==> config.mk <==
export PLATFORM = sky130hd
export DESIGN_NAME = camera_downsampler
export DESIGN_NICKNAME = d
export VERILOG_FILES = /design/src/rtl/camera_downsampler.sv
export SDC_FILE = /design/constraint.sdc
export NUM_CORES = 1
export LEC_CHECK = 0
export CORE_MARGIN = 10
export CORE_UTILIZATION = 40
export DETAILED_ROUTE_END_ITERATION = 12
export REMOVE_ABC_BUFFERS = 1
export SLEW_MARGIN = 20
export SYNTH_ARGS = -nofsm -noshare
export SYNTH_HDL_FRONTEND = slang
export SYNTH_SLANG_ARGS = --single-unit
==> constraint.sdc <==
create_clock -name CLOCK -period 2.7 [get_ports CLOCK]
set_input_delay 0.81 -clock CLOCK [delete_from_list [all_inputs] [get_ports CLOCK]]
set_output_delay 0.81 -clock CLOCK [all_outputs]
set_load 0.03 [all_outputs]
==> src/rtl/camera_downsampler.sv <==
// Capture front end between the OV7670 pixel bus and the frame buffer:
// frame alignment, byte pairing, format conversion, decimation and bounded writes.
module camera_downsampler #(
  parameter int WIDTH   = 176,
  parameter int HEIGHT  = 144,
  parameter int ADDR_W  = 15,
  parameter int X_DECIM = 1,
  parameter int Y_DECIM = 1
) (
  input  logic              CLOCK,
  input  logic              RESET,
  input  logic              VSYNC,
  input  logic              HREF,
  input  logic              DATA_VALID,
  input  logic [7:0]        CAM_DATA,
  input  logic [1:0]        MODE,
  output logic              W_EN,
  output logic [ADDR_W-1:0] W_ADDR,
  output logic [7:0]        W_DATA,
  output logic              FRAME_DONE,
  output logic              OVERFLOW,
  output logic              BUSY
);

  // Output counters carry one extra bit so they can sit past the frame bounds.
  localparam int CW = ADDR_W + 1;
  localparam int DW = 4;
  localparam logic [CW-1:0]     WIDTH_C  = CW'(WIDTH);
  localparam logic [CW-1:0]     HEIGHT_C = CW'(HEIGHT);
  localparam logic [ADDR_W-1:0] STRIDE   = ADDR_W'(WIDTH);
  localparam logic [DW-1:0]     XD_LAST  = DW'(X_DECIM - 1);
  localparam logic [DW-1:0]     YD_LAST  = DW'(Y_DECIM - 1);

  typedef enum logic [1:0] {
    WAIT_VS = 2'd0,
    VBLANK  = 2'd1,
    ACTIVE  = 2'd2
  } state_t;

  function automatic logic [7:0] format_pixel(input logic [1:0] mode,
                                              input logic [7:0] b0,
                                              input logic [7:0] b1);
    logic [7:0] pix;
    case (mode)
      2'd0:    pix = {b0[7:5], b0[2:0], b1[4:3]};
      2'd1:    pix = b0;
      2'd2:    pix = b0;
      2'd3:    pix = {b1[4:3], b0[2:0], b0[7:5]};
      default: pix = b0;
    endcase
    return pix;
  endfunction

  state_t            state_r;
  logic              href_r;
  logic              phase_r;
  logic [7:0]        b0_r;
  logic [1:0]        mode_r;
  logic [DW-1:0]     xd_r;
  logic [DW-1:0]     yd_r;
  logic [CW-1:0]     x_out_r;
  logic [CW-1:0]     y_out_r;
  logic [ADDR_W-1:0] row_base_r;
  logic              line_kept_r;

  logic              byte_s;
  logic              href_fall_s;
  logic              keep_s;
  logic              in_bounds_s;
  logic [7:0]        pixel_s;

  // Byte qualification, line-end detection and keep/bounds decisions.
  always_comb begin
    byte_s      = HREF && DATA_VALID;
    href_fall_s = !HREF && href_r;
    keep_s      = (xd_r == DW'(0)) && (yd_r == DW'(0));
    in_bounds_s = (x_out_r < WIDTH_C) && (y_out_r < HEIGHT_C);
    pixel_s     = format_pixel(mode_r, b0_r, CAM_DATA);
  end

  // Frame state machine, capture datapath and registered write port.
  always_ff @(posedge CLOCK) begin
    if (RESET) begin
      state_r     <= WAIT_VS;
      href_r      <= 1'b0;
      phase_r     <= 1'b0;
      b0_r        <= 8'd0;
      mode_r      <= 2'd0;
      xd_r        <= DW'(0);
      yd_r        <= DW'(0);
      x_out_r     <= CW'(0);
      y_out_r     <= CW'(0);
      row_base_r  <= ADDR_W'(0);
      line_kept_r <= 1'b0;
      W_EN        <= 1'b0;
      W_ADDR      <= ADDR_W'(0);
      W_DATA      <= 8'd0;
      FRAME_DONE  <= 1'b0;
      OVERFLOW    <= 1'b0;
      BUSY        <= 1'b0;
    end else begin
      href_r     <= HREF;
      W_EN       <= 1'b0;
      FRAME_DONE <= 1'b0;
      case (state_r)
        WAIT_VS: begin
          BUSY <= 1'b0;
          if (VSYNC) begin
            state_r <= VBLANK;
          end else begin
            state_r <= WAIT_VS;
          end
        end
        VBLANK: begin
          if (!VSYNC) begin
            state_r     <= ACTIVE;
            BUSY        <= 1'b1;
            mode_r      <= MODE;
            phase_r     <= 1'b0;
            xd_r        <= DW'(0);
            yd_r        <= DW'(0);
            x_out_r     <= CW'(0);
            y_out_r     <= CW'(0);
            row_base_r  <= ADDR_W'(0);
            line_kept_r <= 1'b0;
            OVERFLOW    <= 1'b0;
          end else begin
            state_r <= VBLANK;
            BUSY    <= 1'b0;
          end
        end
        ACTIVE: begin
          // Line end closes the row even when VSYNC rises in the same cycle.
          if (href_fall_s) begin
            phase_r     <= 1'b0;
            x_out_r     <= CW'(0);
            xd_r        <= DW'(0);
            line_kept_r <= 1'b0;
            yd_r        <= (yd_r == YD_LAST) ? DW'(0) : yd_r + DW'(1);
            if ((yd_r == DW'(0)) && line_kept_r) begin
              row_base_r <= row_base_r + STRIDE;
              if (y_out_r != {CW{1'b1}}) begin
                y_out_r <= y_out_r + CW'(1);
              end else begin
                y_out_r <= y_out_r;
              end
            end else begin
              row_base_r <= row_base_r;
            end
          end else if (byte_s) begin
            phase_r <= ~phase_r;
            if (!phase_r) begin
              b0_r <= CAM_DATA;
            end else begin
              xd_r <= (xd_r == XD_LAST) ? DW'(0) : xd_r + DW'(1);
              if (keep_s) begin
                line_kept_r <= 1'b1;
                if (x_out_r != {CW{1'b1}}) begin
                  x_out_r <= x_out_r + CW'(1);
                end else begin
                  x_out_r <= x_out_r;
                end
                if (in_bounds_s) begin
                  W_EN   <= 1'b1;
                  W_ADDR <= row_base_r + x_out_r[ADDR_W-1:0];
                  W_DATA <= pixel_s;
                end else begin
                  OVERFLOW <= 1'b1;
                end
              end else begin
                line_kept_r <= line_kept_r;
              end
            end
          end else begin
            phase_r <= phase_r;
          end
          if (VSYNC) begin
            state_r    <= VBLANK;
            BUSY       <= 1'b0;
            FRAME_DONE <= 1'b1;
          end else begin
            state_r <= ACTIVE;
            BUSY    <= 1'b1;
          end
        end
        default: begin
          state_r <= WAIT_VS;
          BUSY    <= 1'b0;
        end
      endcase
    end
  end

endmodule
After elaboration in Yosys (flattened, before gate mapping)
Cells that the tools add are included.
Widths: inputs -> output; s select.
- bits in registers: 97
- input bits: 15
- output and inout bits: 27
- logic and storage cells: 125
- $add $sub $neg: 6
- $lt $le $gt $ge: 2
- eq/ne operators: 20
- muxes and demuxes: 46
- bitwise gates (word level): 7
- reductions and logical operators: 27
- operators by type and width (operator ; number):
    $mux 16 ; 9
    $pmux 16 s2 ; 2
    $mux 15 ; 3
    $add 16x1->16 const B ; 2
    $lt 16x8->1 const B ; 2
    $ne 16x16->1 const B ; 2
    $pmux 15 s2 ; 1
    $mux 4 ; 7
    $pmux 8 s3 ; 1
    $ne 2x2->1 const B ; 9
    $mux 1 ; 16
    $pmux 4 s2 ; 2
    $add 15x15->15 ; 1
    $add 15x8->15 const B ; 1
    $ne 3x3->1 const B ; 4
    $reduce_and 4->1 ; 3
    $reduce_and 6->1 ; 2
    $reduce_and 5->1 ; 2
    $add 4x1->4 const B ; 2
    $logic_not 4->1 ; 2
    $reduce_or 2->1 ; 4
    $not 1->1 ; 7
    $reduce_and 7->1 ; 1
    $eq 2x2->1 const B ; 3
    other kinds (11) ; 20

Depth between registers and ports, before layout
- word-level depth: 8
- depth in mapped cells: 10
- gate-level depth less buffers: 8

Worst setup path before layout
Ideal clock, no wire load.
- path kind: in2reg
- start point: input port HREF
- end point: register x_out_r[12]
- library setup time: 0.070 ns
- arrival: 2.269 ns
- data required time: 2.630 ns
- path slack: 0.361 ns
- cell stages on the path: 6
- path buffers: 0
- cell sequence: nand2b_4 -> a211oi_2 -> a41oi_4 -> or3_4 -> or3_1 -> a21oi_1
- longest elaborated chain between the ends: 4
- elaborated cells between the ends (all ways): 10
- classes of those cells: 4 x eq/ne; 2 x mux; 4 x reduce/logical
- ends and longest elaborated chain (what ; line ; text):
    start, declared ; 13 ; input logic HREF,
    $logic_not 1->1 ; 75 ; href_fall_s = !HREF && href_r;
    $logic_and 1x1->1 ; 75 ;
    $ne 3x3->1 (no line) or $mux 16 (tied branches) ; -- ;
    $reduce_and 6->1 (no line) or $pmux 16 s2 (tied branches) ; -- ;
    end signal, assigned ; 159 ; x_out_r <= x_out_r + CW'(1);
    end signal, assigned ; 161 ; x_out_r <= x_out_r;
    end, declared ; 61 ; logic [CW-1:0] x_out_r;
Several ways; a longest one is shown, not always the timed one.
A chain may end at the register's enable or synchronous reset.

Worst setup path after layout
Same ends and word-level chain as after synthesis.

==> metrics <==
run status finished clean; Initial DRC Count 185; relative slew slack 0.703; Mapped Area 4680 um2; wirelength, routed 10,900 um; Critical Path Source HREF; highest routed metal layer met4; worst reg2reg path startpoint x_out_r[5]$_SDFFE_PP0P_; Avg WL per Cell 14.4 um; Max-Cap Viols 0; largest cells by area after synthesis dfxtp_1 40%, nor2_1 6.5%, ha_1 6.1%, xnor2_1 4.5%, a21oi_1 4.2%; RSZ-0062 raised after global routing no; ant diodes 0; Worst setup SP type primary input; slew at the pin closest to its max-slew limit 0.446 ns; Comb pwr share 0.069; Fill cells 1,070; first-pass GRT wire length 18,200 um; Layout Utilization 0.503; crit path cell chain clkdlybuf4s50_1 -> nand2b_4 -> a211oi_2 -> buf_4 -> a41oi_4 -> or3_4 -> or3_1 -> a21oi_1; Hold Crit Depth 2; Initial Utilization 0.410; maximum VDD drop 0.309 mV; final clock period utilization by the worst path 0.941; area leader, netlist dfxtp_1; Yosys cell types 54; Seq pwr share 0.470; async set or reset register ratio after synthesis 0; GRT Resource Usage Total 0.132; switching share of total power 0.223; Tot Pwr 2.98 mW; dpl ws -0.174 ns; Register Area 1860 um2; R2R Setup Slk 0.29 ns; via count 4,010; Post-CTS Setup Inserts 0; critical path type in -> reg; list of most frequent post-synthesis cells 93 x dfxtp_1, 81 x nor2_1, 46 x nand2_1; Int Power 2.31 mW; Syn Inst Count 552; Hold/Removal Path Class reg -> reg; FF-to-FF path depth 7; # hold bufs at CTS 0; Area growth syn-to-layout 22.8%; CTS Buffer Depth 2; Top Ports 42; P_leak 2.05 nW; CP max FO 5; Pwr Density 518 nW/um2; GR Overflow Total 0; wl on met1 5170 um; fin cells 761; cell count after placement 745; vias in the first global route 3,785; standard-cell row count 39; Slowest cell on crit path clkdlybuf4s50_1; Post-synth EDFFs 0; die width 128 um; cts repair resizes 0; clk sink count 93; initial antenna violation count 0; post-DP HPWL 8170 um; CTS Buf Count 9; count leader, synth dfxtp_1; clock group share of total power 0.461; Yosys reg bits 93; Levels on crit path 8; Final Hold Violating Endpoints 0; top cell type's share of synthesized area 0.398; footprint of the multi-input gates 2660 um2; IO buf count 41; Crit path largest cell delay 0.47 ns; Layout Skew 0.00888 ns; Via density 5.27; core box area 11,400 um2; Antenna Nets Post-Route 0; Critical Path RT 2.96 ns; die area 16,400 um2; die height 128 um; Post-synth top flop dfxtp_1; final worst slack 0.159 ns; met3 WL 445 um; reg2reg end W_ADDR[14]$_SDFFE_PP0P_; fin nets 651; CTS tree done; end of the critical path x_out_r[12]$_SDFFE_PP0P_; Critical Path AT 2.80 ns; cell family with the largest share of critical-path delay simple AND/OR/NAND/NOR gates; Max Slew Vio Count 0; clk root buf clkbuf_16; Setup Viol. Count Final 0; largest net degree at the start of global routing 36; DRT Pass-1 Iters 4; share of cells above drive strength 1 0.0971; H-tree depth 3; Seq/Total Area, Yosys 0.398; Psw 665 uW; Placer Congestion 0.883; met2 WL 5090 um; Syn Area/Cell 8.48 um2; Final min period 2.54 ns; clk_lat worst skew 0.34 ns; DRC 0; WP buf/inv 2; Max Clk Rate 0.393 GHz; Reg clk slew, reported paths 0.06 ns; nature of the critical path endpoint register; Yosys warning total 0
layer usage:
layer  global-route usage  vias up
met3               0.0261       16
met2                0.219       66
met4               0.0609        0
met1                0.162     1858
li1                     -     2070
met5                    0        -
state kept, by name, summed over array words and instances (netlist names):
signal / cells
BUSY: 1
FRAME_DONE: 1
OVERFLOW: 1
W_ADDR: 15
W_DATA: 8
W_EN: 1
b0_r: 8
href_r: 1
line_kept_r: 1
mode_r: 2
phase_r: 1
row_base_r: 11
state_r: 2
x_out_r: 16
xd_r: 4
y_out_r: 16
yd_r: 4
cell families after synthesis:
logic type      share of synthesized area
simple gates                        0.277
compound gates                      0.122
flops                               0.398
buf+inv                            0.0334
xor+xnor                           0.0692
fa+ha+maj                          0.0615
mux                                0.0385
tightest hold or removal path, cell delays in order, from the launching register on:
cell	delay, ns
dfxtp_1	0.31
nand2_1	0.05
a21oi_1	0.05
worst min-delay path by stage:
stage | startpoint | to | slack, ns
3_5_place_dp | OVERFLOW$_SDFFE_PP0P_ | OVERFLOW$_SDFFE_PP0P_ | 0.44
4_1_cts | OVERFLOW$_SDFFE_PP0P_ | OVERFLOW$_SDFFE_PP0P_ | 0.45
3_3_place_gp | OVERFLOW$_SDFFE_PP0P_ | OVERFLOW$_SDFFE_PP0P_ | 0.44
5_1_grt | b0_r[3]$_SDFFE_PP0P_ | b0_r[3]$_SDFFE_PP0P_ | 0.48
2_1_floorplan | b0_r[3]$_SDFFE_PP0P_ | b0_r[3]$_SDFFE_PP0P_ | 0.43
6_report | b0_r[3]$_SDFFE_PP0P_ | b0_r[3]$_SDFFE_PP0P_ | 0.46
layout by cell type (no fill, tap or decap), drive strengths merged, types with 2 or more instances in the layout:
master / synthesis / layout
nor3b: 9 / 9
a21o: 2 / 2
dfxtp: 93 / 93
and4: 2 / 2
buf: 6 / 31
xor2: 13 / 13
or2: 2 / 2
nand3: 21 / 21
a211oi: 7 / 7
ha: 23 / 23
nor2: 82 / 82
or4: 4 / 4
inv: 17 / 18
a41oi: 2 / 2
o21ai: 25 / 25
nor4b: 4 / 4
nor3: 12 / 12
a221oi: 2 / 2
a31oi: 2 / 2
nor4: 11 / 11
bufinv: 0 / 2
a22oi: 8 / 8
or3: 16 / 16
clkdlybuf4s50: 0 / 40
nand2b: 5 / 5
mux2i: 18 / 18
a21oi: 39 / 39
clkinv: 0 / 2
xnor2: 24 / 24
and3: 6 / 6
nor2b: 7 / 7
nand2: 46 / 46
nand4: 11 / 11
and2: 7 / 7
clkbuf: 15 / 11
area by class of cell:
class	instances	area share
clock buffers	11	0.0422
well taps	143	0.0311
inverters	17	0.0111
flip-flops and latches	93	0.324
clock inverters	5	0.0144
multi-input cells	421	0.463
repair buffers	71	0.114
per-stage QoR:
step           hold slack [ns]  TNS (ns)  cell area [um2]
2_1_floorplan            0.430         0             4590
3_3_place_gp             0.436    -0.906             5420
3_5_place_dp             0.444     -2.10             5420
4_1_cts                  0.455         0             5750
5_1_grt                  0.484         0             5750
6_report                 0.457         0             5750
power groups by stage:
stage / Clock (mW) / Combinational, mW / Sequential [mW]
after detailed placement: 0 / 0.206 / 1.43
after CTS: 1.41 / 0.206 / 1.40
after global routing: 1.46 / 0.226 / 1.40
after floorplan: 0 / 0.102 / 1.43
final: 1.37 / 0.205 / 1.40
after global placement: 0 / 0.204 / 1.43
(Power assumes the default switching activity.)
